<file path="src/rtl/ime_best_mv_pkg.sv">
// ime_best_mv_pkg: shared widths, partition indices, FSM states and cost saturation
package ime_best_mv_pkg;
  localparam int MV_LEN = 7;
  localparam int LAMBDA_LEN = 6;
  localparam int COST_LEN = 16;
  localparam int SAD4X4_NUM = 16;
  localparam int SAD4X4_LEN = 13;
  localparam int SAD8_LEN = SAD4X4_LEN + 2;
  localparam int PSAD_LEN = COST_LEN + 2;
  localparam int PART_NUM = 9;
  localparam int P16X16 = 0;
  localparam int P16X8_0 = 1;
  localparam int P16X8_1 = 2;
  localparam int P8X16_0 = 3;
  localparam int P8X16_1 = 4;
  localparam int P8X8_0 = 5;
  typedef enum logic [1:0] {IDLE, SEARCH, DRAIN} state_t;
  function automatic logic [COST_LEN-1:0] sat_cost(input logic [PSAD_LEN-1:0] v);
    return |v[PSAD_LEN-1:COST_LEN] ? {COST_LEN{1'b1}} : v[COST_LEN-1:0];
  endfunction
endpackage

</file>
<file path="src/rtl/ime_best_mv_if.sv">
// ime_best_mv_if: candidate stream in, per-partition winners out
interface ime_best_mv_if;
  import ime_best_mv_pkg::*;
  logic start_i, valid_i, last_i;
  logic [SAD4X4_NUM*SAD4X4_LEN-1:0] sad4x4_i;
  logic [MV_LEN-1:0] mv_x_i, mv_y_i, pmv_x_i, pmv_y_i;
  logic [LAMBDA_LEN-1:0] lambda_i;
  logic busy_o, done_o;
  logic [PART_NUM*COST_LEN-1:0] best_cost_o;
  logic [PART_NUM*2*MV_LEN-1:0] best_mv_o;
  modport master (output start_i, valid_i, last_i, sad4x4_i, mv_x_i, mv_y_i, pmv_x_i, pmv_y_i, lambda_i,
                  input busy_o, done_o, best_cost_o, best_mv_o);
  modport slave (input start_i, valid_i, last_i, sad4x4_i, mv_x_i, mv_y_i, pmv_x_i, pmv_y_i, lambda_i,
                 output busy_o, done_o, best_cost_o, best_mv_o);
endinterface

</file>
<file path="src/rtl/ime_best_mv_mv_cost.sv">
// ime_mv_cost: lambda * (|mv_x-pmv_x| + |mv_y-pmv_y|), saturated to the cost width
module ime_mv_cost
  import ime_best_mv_pkg::*;
(
  input  logic [MV_LEN-1:0]     mv_x_i,
  input  logic [MV_LEN-1:0]     mv_y_i,
  input  logic [MV_LEN-1:0]     pmv_x_i,
  input  logic [MV_LEN-1:0]     pmv_y_i,
  input  logic [LAMBDA_LEN-1:0] lambda_i,
  output logic [COST_LEN-1:0]   cost_o
);
  localparam int PW = LAMBDA_LEN + MV_LEN + 2;
  logic [MV_LEN:0] dx, dy, ax, ay;
  logic [MV_LEN+1:0] dsum;
  logic [PW-1:0] prod;
  always_comb begin
    dx = {mv_x_i[MV_LEN-1], mv_x_i} - {pmv_x_i[MV_LEN-1], pmv_x_i};
    dy = {mv_y_i[MV_LEN-1], mv_y_i} - {pmv_y_i[MV_LEN-1], pmv_y_i};
    ax = dx[MV_LEN] ? -dx : dx;
    ay = dy[MV_LEN] ? -dy : dy;
    dsum = {1'b0, ax} + {1'b0, ay};
    prod = {{(MV_LEN+2){1'b0}}, lambda_i} * {{LAMBDA_LEN{1'b0}}, dsum};
    cost_o = sat_cost(PSAD_LEN'(prod));
  end
endmodule

</file>
<file path="src/rtl/ime_best_mv.sv">
// ime_best_mv: 2-stage partition SAD + MV cost, tracks per-partition minimum over a search
module ime_best_mv
  import ime_best_mv_pkg::*;
(
  input  logic         clk,
  input  logic         rstn,
  ime_best_mv_if.slave bus
);
  state_t state_q, state_d;
  logic acc, s1_valid_q, s1_last_q, done_q;
  logic [SAD8_LEN-1:0] sad8_d [4];
  logic [SAD8_LEN-1:0] sad8_q [4];
  logic [COST_LEN-1:0] mvc_d, mvc_q;
  logic [2*MV_LEN-1:0] mv_q;
  logic [PSAD_LEN-1:0] psad [PART_NUM];
  logic [COST_LEN-1:0] cost [PART_NUM];
  logic [COST_LEN-1:0] best_cost_q [PART_NUM];
  logic [2*MV_LEN-1:0] best_mv_q [PART_NUM];

  ime_mv_cost u_mv_cost (
    .mv_x_i(bus.mv_x_i), .mv_y_i(bus.mv_y_i), .pmv_x_i(bus.pmv_x_i), .pmv_y_i(bus.pmv_y_i),
    .lambda_i(bus.lambda_i), .cost_o(mvc_d)
  );

  always_comb begin
    acc = bus.valid_i && (bus.start_i || state_q == SEARCH);
    state_d = (acc && bus.last_i) ? DRAIN : (bus.start_i || state_q == SEARCH) ? SEARCH : IDLE;
    for (int i = 0; i < 4; i++) begin
      sad8_d[i] = '0;
      for (int j = 0; j < 4; j++)
        sad8_d[i] += SAD8_LEN'(bus.sad4x4_i[(i*4+j)*SAD4X4_LEN +: SAD4X4_LEN]);
    end
    psad[P16X16] = PSAD_LEN'(sad8_q[0]) + PSAD_LEN'(sad8_q[1]) + PSAD_LEN'(sad8_q[2]) + PSAD_LEN'(sad8_q[3]);
    psad[P16X8_0] = PSAD_LEN'(sad8_q[0]) + PSAD_LEN'(sad8_q[1]);
    psad[P16X8_1] = PSAD_LEN'(sad8_q[2]) + PSAD_LEN'(sad8_q[3]);
    psad[P8X16_0] = PSAD_LEN'(sad8_q[0]) + PSAD_LEN'(sad8_q[2]);
    psad[P8X16_1] = PSAD_LEN'(sad8_q[1]) + PSAD_LEN'(sad8_q[3]);
    for (int i = 0; i < 4; i++) psad[P8X8_0+i] = PSAD_LEN'(sad8_q[i]);
    bus.best_cost_o = '0;
    bus.best_mv_o = '0;
    for (int p = 0; p < PART_NUM; p++) begin
      cost[p] = sat_cost(psad[p] + PSAD_LEN'(mvc_q));
      bus.best_cost_o[p*COST_LEN +: COST_LEN] = best_cost_q[p];
      bus.best_mv_o[p*2*MV_LEN +: 2*MV_LEN] = best_mv_q[p];
    end
    bus.busy_o = state_q != IDLE;
    bus.done_o = done_q;
  end

  // start_i dominates stage 2: clears bests and squashes whatever stage 1 held
  always_ff @(posedge clk or negedge rstn) begin
    if (!rstn) begin
      state_q <= IDLE;
      s1_valid_q <= 1'b0;
      s1_last_q <= 1'b0;
      done_q <= 1'b0;
      mvc_q <= '0;
      mv_q <= '0;
      for (int i = 0; i < 4; i++) sad8_q[i] <= '0;
      for (int p = 0; p < PART_NUM; p++) begin
        best_cost_q[p] <= '1;
        best_mv_q[p] <= '0;
      end
    end else begin
      state_q <= state_d;
      s1_valid_q <= acc;
      done_q <= s1_valid_q && s1_last_q && !bus.start_i;
      if (acc) begin
        s1_last_q <= bus.last_i;
        mvc_q <= mvc_d;
        mv_q <= {bus.mv_y_i, bus.mv_x_i};
        sad8_q <= sad8_d;
      end
      for (int p = 0; p < PART_NUM; p++)
        if (bus.start_i) begin
          best_cost_q[p] <= '1;
          best_mv_q[p] <= '0;
        end else if (s1_valid_q && cost[p] < best_cost_q[p]) begin
          best_cost_q[p] <= cost[p];
          best_mv_q[p] <= mv_q;
        end
    end
  end
endmodule

</file>
<file path="src/flat_wrapper.sv">
// flat-port wrapper written by rule: the top's interface ports become plain ports
module ime_best_mv_flat import ime_best_mv_pkg::*;
  (clk, rstn, bus_start_i, bus_valid_i, bus_last_i, bus_sad4x4_i, bus_mv_x_i, bus_mv_y_i, bus_pmv_x_i, bus_pmv_y_i, bus_lambda_i, bus_busy_o, bus_done_o, bus_best_cost_o, bus_best_mv_o);
  ime_best_mv_if bus_i ();
  input  logic clk;
  input  logic rstn;
  input wire logic [$bits(bus_i.start_i)-1:0] bus_start_i;
  input wire logic [$bits(bus_i.valid_i)-1:0] bus_valid_i;
  input wire logic [$bits(bus_i.last_i)-1:0] bus_last_i;
  input wire logic [$bits(bus_i.sad4x4_i)-1:0] bus_sad4x4_i;
  input wire logic [$bits(bus_i.mv_x_i)-1:0] bus_mv_x_i;
  input wire logic [$bits(bus_i.mv_y_i)-1:0] bus_mv_y_i;
  input wire logic [$bits(bus_i.pmv_x_i)-1:0] bus_pmv_x_i;
  input wire logic [$bits(bus_i.pmv_y_i)-1:0] bus_pmv_y_i;
  input wire logic [$bits(bus_i.lambda_i)-1:0] bus_lambda_i;
  output wire logic [$bits(bus_i.busy_o)-1:0] bus_busy_o;
  output wire logic [$bits(bus_i.done_o)-1:0] bus_done_o;
  output wire logic [$bits(bus_i.best_cost_o)-1:0] bus_best_cost_o;
  output wire logic [$bits(bus_i.best_mv_o)-1:0] bus_best_mv_o;
  assign bus_i.start_i = bus_start_i;
  assign bus_i.valid_i = bus_valid_i;
  assign bus_i.last_i = bus_last_i;
  assign bus_i.sad4x4_i = bus_sad4x4_i;
  assign bus_i.mv_x_i = bus_mv_x_i;
  assign bus_i.mv_y_i = bus_mv_y_i;
  assign bus_i.pmv_x_i = bus_pmv_x_i;
  assign bus_i.pmv_y_i = bus_pmv_y_i;
  assign bus_i.lambda_i = bus_lambda_i;
  assign bus_busy_o = bus_i.busy_o;
  assign bus_done_o = bus_i.done_o;
  assign bus_best_cost_o = bus_i.best_cost_o;
  assign bus_best_mv_o = bus_i.best_mv_o;
  ime_best_mv u_core (.clk(clk), .rstn(rstn), .bus(bus_i));
endmodule
</file>
<file path="config.mk">
export PLATFORM = sky130hd
export DESIGN_NAME = ime_best_mv_flat
export DESIGN_NICKNAME = d
export VERILOG_FILES = /design/src/rtl/ime_best_mv_pkg.sv /design/src/rtl/ime_best_mv_if.sv /design/src/rtl/ime_best_mv_mv_cost.sv /design/src/rtl/ime_best_mv.sv /design/src/flat_wrapper.sv
export SDC_FILE = /design/constraint.sdc
export NUM_CORES = 2
export LEC_CHECK = 0
export BUFFER_PORTS_ARGS = -buffer_cell sky130_fd_sc_hd__buf_4
export CORE_MARGIN = 8
export CORE_UTILIZATION = 60
export CTS_BUF_LIST = sky130_fd_sc_hd__clkbuf_8
export DETAILED_ROUTE_END_ITERATION = 16
export PLACE_DENSITY = 0.83
export SKIP_LAST_GASP = 1
export SLEW_MARGIN = 20
export SYNTH_ARGS = -nofsm -noshare
export SYNTH_HDL_FRONTEND = slang
export SYNTH_SLANG_ARGS = --single-unit
</file>
<file path="constraint.sdc">
create_clock -name clk -period 21.8 [get_ports clk]
set_input_delay 0 -clock clk [delete_from_list [all_inputs] [get_ports clk]]
set_output_delay 0 -clock clk [all_outputs]
set_load 0.01 [all_outputs]
</file>
== After elaboration in Yosys (flattened, before gate mapping) ==
Index checks and enable logic that the tools add are counted.
W data, S select, Z words.

* Reduce and logical (&&, ||, !) cells: 34
* Equal/unequal tests: 1
* Multiplexer cells: 49
* Multiply operators: 1
* Magnitude comparators: 9
* Add/sub/neg operators: 32

{| class="wikitable"
|+ Operators by type and width
! cell !! count
|-
| $mux W16 || 27
|-
| $mux W14 || 18
|-
| $lt A16 B16 Y1 || 9
|-
| $add A15 B15 Y16 || 8
|-
| $add A18 B15 Y18 || 7
|-
| $add A15 B13 Y15 || 8
|-
| $add A13 B13 Y14 || 4
|-
| $reduce_bool A2 Y1 || 10
|-
| $mux W8 || 2
|-
| $neg A8 Y8 || 2
|-
| $sub A7 B7 Y8 || 2
|-
| $mul A6 B9 Y15 || 1
|-
| $logic_and A1 B1 Y1 || 13
|-
| $reduce_or A2 Y1 || 5
|-
| $add A8 B8 Y9 || 1
|-
| $reduce_or A2 Y1 const A || 4
|-
| $eq A2 B1 Y1 const B || 1
|-
| $mux W2 || 1
|-
| $logic_not A1 Y1 || 1
|-
| $logic_or A1 B1 Y1 || 1
|-
| $mux W1 || 1
|}

* Input bits: 247
* Register bits after elaboration: 364
* Word-level logic and storage cells: 154
* Output and inout bits: 272

== Logic depth before layout (Yosys ltp) ==
* Depth after elaboration: 10
* Mapped depth: 37
* Gate-level depth less buffers: 33

== By module ==
Synthesis repeated with hierarchy kept, for this count alone.

* Cell total of the unflattened synthesis: 3,675
* Area, all modules: 33,706.1 um2

{| class="wikitable"
|+ Modules (own cells, without submodules)
! module !! area each (um2) !! cells an instance !! seq. area each (um2) !! instances
|-
| ime_best_mv || 30,839.6 || 3,322 || 9,313.9 || 1
|-
| ime_mv_cost || 2,866.5 || 353 || 0.0 || 1
|}

== Worst setup path before layout ==
Ideal clock, no wire load.

* Path type: flip-flop to flip-flop
* Start: register u_core.sad8_q, in the netlist u_core.psad[37]
* End: register u_core.best_cost_q, in the netlist u_core.bus.best_cost_o[0]
* Path buffers: 3
* Period minus slack after synthesis: 7.203 ns
* Path slack: 14.597 ns
* Data required time: 21.725 ns
* Stages on the path, launching flop included: 31
* Arrival time: 7.128 ns
* Setup time: 0.075 ns
* Cell sequence: dfrtp_1 ha_1 a211oi_1 o211ai_1 a311o_1 xor2_1 fa_1 inv_1 fa_1 inv_1 ha_1 a21o_1 a21o_1 a211o_1 a21oi_1 nand4_1 o21a_1 nor2_1 clkbuf_1 buf_2 nand2_1 ha_1 a21o_1 a21o_1 a21oi_1 nor3_1 or3_1 or4_1 o21ai_2 buf_6 mux2i_1

* Longest elaborated chain between the ends: 9
* Elaborated cells between the ends (all ways): 11
* Classes of those cells: 4 x add/sub; 1 x order compare; 3 x mux; 3 x reduce/logical

{| class="wikitable"
|+ Ends and longest elaborated chain
! item !! RTL line !! text
|-
| start: declaration || ime_best_mv.sv:12 || <nowiki>logic [SAD8_LEN-1:0] sad8_q [4];</nowiki>
|-
| start signal: assignment || ime_best_mv.sv:72 || <nowiki>sad8_q <= sad8_d;</nowiki>
|-
| $add A15 B15 Y16 (*) || ime_best_mv.sv:33 || <nowiki>psad[P16X16] = PSAD_LEN'(sad8_q[0]) + PSAD_LEN'(sad8_q[1]) + PSAD_LEN'(sad8_q[2]) + PSAD_LEN'(sad8_q[3]);</nowiki>
|-
| $add A18 B15 Y18 (*) (2 in series) || ime_best_mv.sv:33 ||
|-
| $add A18 B15 Y18 (*) || ime_best_mv.sv:42 || <nowiki>cost[p] = sat_cost(psad[p] + PSAD_LEN'(mvc_q));</nowiki>
|-
| $reduce_or A2 Y1 || ime_best_mv_pkg.sv:19 || <nowiki>return |v[PSAD_LEN-1:COST_LEN] ? {COST_LEN{1'b1}} : v[COST_LEN-1:0];</nowiki>
|-
| $mux W16 (*) || ime_best_mv_pkg.sv:19 ||
|-
| $lt A16 B16 Y1 || ime_best_mv.sv:78 || <nowiki>end else if (s1_valid_q && cost[p] < best_cost_q[p]) begin</nowiki>
|-
| $logic_and A1 B1 Y1 || ime_best_mv.sv:78 ||
|-
| $reduce_bool A2 Y1 (no line) || n/a ||
|-
| end signal: indexed assignment || ime_best_mv.sv:79 || <nowiki>best_cost_q[p] <= cost[p];</nowiki>
|-
| end: declaration || ime_best_mv.sv:17 || <nowiki>logic [COST_LEN-1:0] best_cost_q [PART_NUM];</nowiki>
|}

Mark *: on every way between the ends. The rest lies on a longest branch, timed or not. The select of a mux whose other input is x is not followed.
A chain may end at the register's enable or synchronous reset.

== Worst setup path in the final report ==
* Start: register u_core.sad8_q, in the netlist u_core.psad[37]
* End: register u_core.best_cost_q, in the netlist u_core.bus.best_cost_o[5]

Same word-level chain as after synthesis.

==> impl_summary.md <==
Timing
The final critical-path share of the clock period is 0.386. Static timing analysis puts the maximum clock frequency at 119 MHz. The number of pins exceeding their max-slew limit in the final report is 0.

The aggregate negative setup slack is 0 ps. The transition time at the pin with the least slew margin is 1130 ps. The worst clock skew is 67.9 ps. Measured against its own limit, the worst slew margin works out to 0.249. Subtracting the final worst setup slack from the clock period gives 8420 ps. Setup repair after global routing left no endpoint under its margin.

Setup violations remaining at the end of the flow were counted as 0. The number of endpoints with negative hold slack in the final report is 0.

Clocking
The clock-pin slew of the registers on the worst-case setup and hold paths is 60 ps. The number of buffers on the longest clock path is 3. The number of sinks on the clock net is 364.

The TritonCTS buffer count is 66. The insertion delay of the later-clocked pin in the worst-skew pair is 710 ps. The clock tree root driver cell is clkbuf_8. Once the clock tree was built, the setup fixing pass inserted 0 buffers. Hold repair after CTS inserted 32 buffers. TritonCTS built the clock tree. CTS built an H-tree with a depth of 3. Post-CTS repair changed the size of 0 cells.

Synth
Of the synthesized area, sequential elements account for 0.256. Counting flops with a built-in enable in the synthesized netlist gives 0. A synthesized cell averages 8.62 µm². The share of async-settable or async-resettable flops after synthesis is 1.00. The number of distinct library cell variants in the gate-level netlist after synthesis is 89. The most used flip-flop cell after synthesis is dfrtp_1. Synthesis inferred 364 register bits. The number of warnings issued by yosys is 0. The mapped cell area is 36200 µm².

The synthesized netlist cell count is 4203. When the netlist entered floorplanning its net count stood at 5067.

Worst setup path
The largest fanout on the critical path is 15. By instance count, the cell type seen most on the critical path is a21o_1. The sort of element at the start of the critical path is a flop. By startpoint and endpoint, the worst setup path is classified as reg -> reg. The worst setup path is captured at a flop. The required time of the critical path is 22380 ps. The biggest cell delay along the critical path is 690 ps. The highest-delay cell along the critical path is o21ai_2.

STA puts the critical path data arrival time at 9000 ps.

Detailed routing
The initial DRC count is 2599. Before antenna repair, the detailed router went through 6 iterations. In this run the remaining antenna-violating nets after routing total 0. The final wirelength is 117000 µm. The detail-routed net length per standard cell is 21.1 µm.

The total vias in the final route is 33000. Dividing the detail-routed via count by the number of cells gives 5.92. For this run, design rule violations remaining after detail routing come to 0.

Floorplan
In this run the vertical extent of the chip is 262 µm. The core region is 60000 µm². The initial utilization of the core area, before any placement, comes to 0.603. For this design the top-level I/O count stands at 519. Measured along the x axis, the die boundary spans 262 µm. The die covers 68500 µm². The site row count is 90.

Cells and area
After filler insertion, the fill cell instance count of the layout stands at 4808. Of the cells placed in the final design, the portion with a size suffix greater than 1 is 0.180. The core occupancy in the finished layout is 0.711. At the end of the flow, the number of nets in the layout was 5590. Relative to the synthesized area, the layout overhead comes to 17.9%.

GRT
The number of global-route vias before repair is 32300. The remaining global-route overflow is 0. The total routing usage reported by global routing is 0.334.

The number of antenna violations at the first check in global routing was 2. The first-pass GRT wire length is 179000 µm. The largest net degree at the start of global routing is 109.

Flow run
The tool flagged a number of max-cap violations equal to 0.

Placement
Routability-driven placement finished with a final weighted congestion of 0.994. Buffers placed on the I/O ports in this run total 518. The HPWL after detailed placement is 93100 µm.

Run status
The run finished with clean final reports.

Min path
In this run the worst hold path is classified as in -> reg.
[area by class of cell]
class | instances | area (µm²) | share of cell area
clock inverter | 39 | 313 | 0.00733
tap | 782 | 978 | 0.0229
timing repair buffer | 585 | 4490 | 0.105
antenna | 2 | 5.00 | 0.000117
multi-input combinational | 3164 | 24400 | 0.572
inverter | 545 | 2050 | 0.0480
clock buffer | 83 | 1140 | 0.0268
sequential | 364 | 9290 | 0.218
[placed cells by master (no fill, tap or decap), drive strengths merged, types with 43 or more instances in the layout]
| cell type | n |
|---|---|
| inv | 573 |
| buf | 554 |
| ha | 483 |
| nand2 | 403 |
| nor2 | 258 |
| a21oi | 225 |
| dfrtp | 220 |
| o21ai | 220 |
| xnor2 | 155 |
| dfstp | 144 |
| a21o | 140 |
| fa | 134 |
| xor2 | 112 |
| nor3 | 104 |
| mux2i | 99 |
| clkbuf | 83 |
| nand3 | 74 |
| o211ai | 73 |
| or3 | 45 |
| o21a | 45 |
| a31oi | 45 |
| nor2b | 44 |
| a211oi | 43 |
[per-stage QoR]
stage          hold slack, ps  worst slack (ps)  cell area (µm²)  instances
4_1_cts                  2.74             13470            42700       5562
6_report                 41.8             13380            42700       5564
3_5_place_dp              118             13480            40900       5408
5_1_grt                  40.1             12920            42700       5563
2_1_floorplan            -296             14600            36200       4203
3_3_place_gp              117             13590            40900       5408
[registers in the layout, summed over array words and instances, names as in the netlist]
name,cells
u_core.s1_last_q,1
u_core.mv_q,14
u_core.psad,60
u_core.bus.best_mv_o,126
u_core.bus.best_cost_o,144
u_core.s1_valid_q,1
u_core.bus.done_o,1
u_core.mvc_q,15
u_core.state_q,2
[Yosys cell counts (110+ instances only)]
library cell  count  area, µm²
inv_1           541       2030
ha_1            483       6040
nand2_1         394       1480
nor2_1          258        968
a21oi_1         223       1120
dfrtp_1         220       5510
xnor2_1         155       1360
dfstp_2         144       3780
a21o_1          140       1050
fa_1            134       2680
o21ai_0         129        646
xor2_1          112        981
clkbuf_1        110        413
[final timing paths]
kind | startpoint | endpoint | slack, ps | cells past startpoint
setup / recovery | u_core.psad[37] | u_core.bus.best_cost_o[5] | 13380 | 28
hold reg to reg | u_core.bus.best_mv_o[14] | u_core.bus.best_mv_o[14] | 510 | 1
min in group asynchronous | rstn | u_core.bus.best_mv_o[115] | 480 | 3
hold / removal | bus_valid_i | u_core.mvc_q[9] | 40 | 4
max in group asynchronous | rstn | u_core.bus.best_mv_o[14] | 19110 | 5
setup reg to reg | u_core.psad[37] | u_core.bus.best_cost_o[5] | 13380 | 28
[critical path, delay by kind of cell, from the launching register on]
| family | cells | cell delay, ps |
|---|---|---|
| AO/OA/AOI/OAI | 14 | 3480 |
| multiplexers | 1 | 280 |
| flip-flops | 1 | 490 |
| adder cells (fa/ha/maj) | 5 | 1970 |
| buffers and inverters | 1 | 280 |
| AND/OR/NAND/NOR | 6 | 1640 |
| XOR/XNOR | 1 | 190 |
[per-layer routing]
metal	wire (µm)	global-route usage	share of wire
met5	0	0	0
met4	7010	0.185	0.060
met3	9660	0.0628	0.082
met2	52400	0.526	0.45
met1	48100	0.432	0.41
[cell families (layout without fill, tap and decap cells)]
logic type / count (synthesis) / after routing / share of synthesized area
DFF: 364 / 364 / 0.256
other: 0 / 2 / 0
AOI/OAI and AO/OA: 999 / 999 / 0.184
and+or+nand+nor: 1176 / 1176 / 0.154
xor gates and xnor gates: 267 / 267 / 0.0646
muxes: 105 / 105 / 0.0292
buffers and inverters: 675 / 1252 / 0.0711
adders and majority gates: 617 / 617 / 0.241
Power is not shown: default switching activity piles up to over one toggle a cycle in this logic, so the estimate is an artifact.
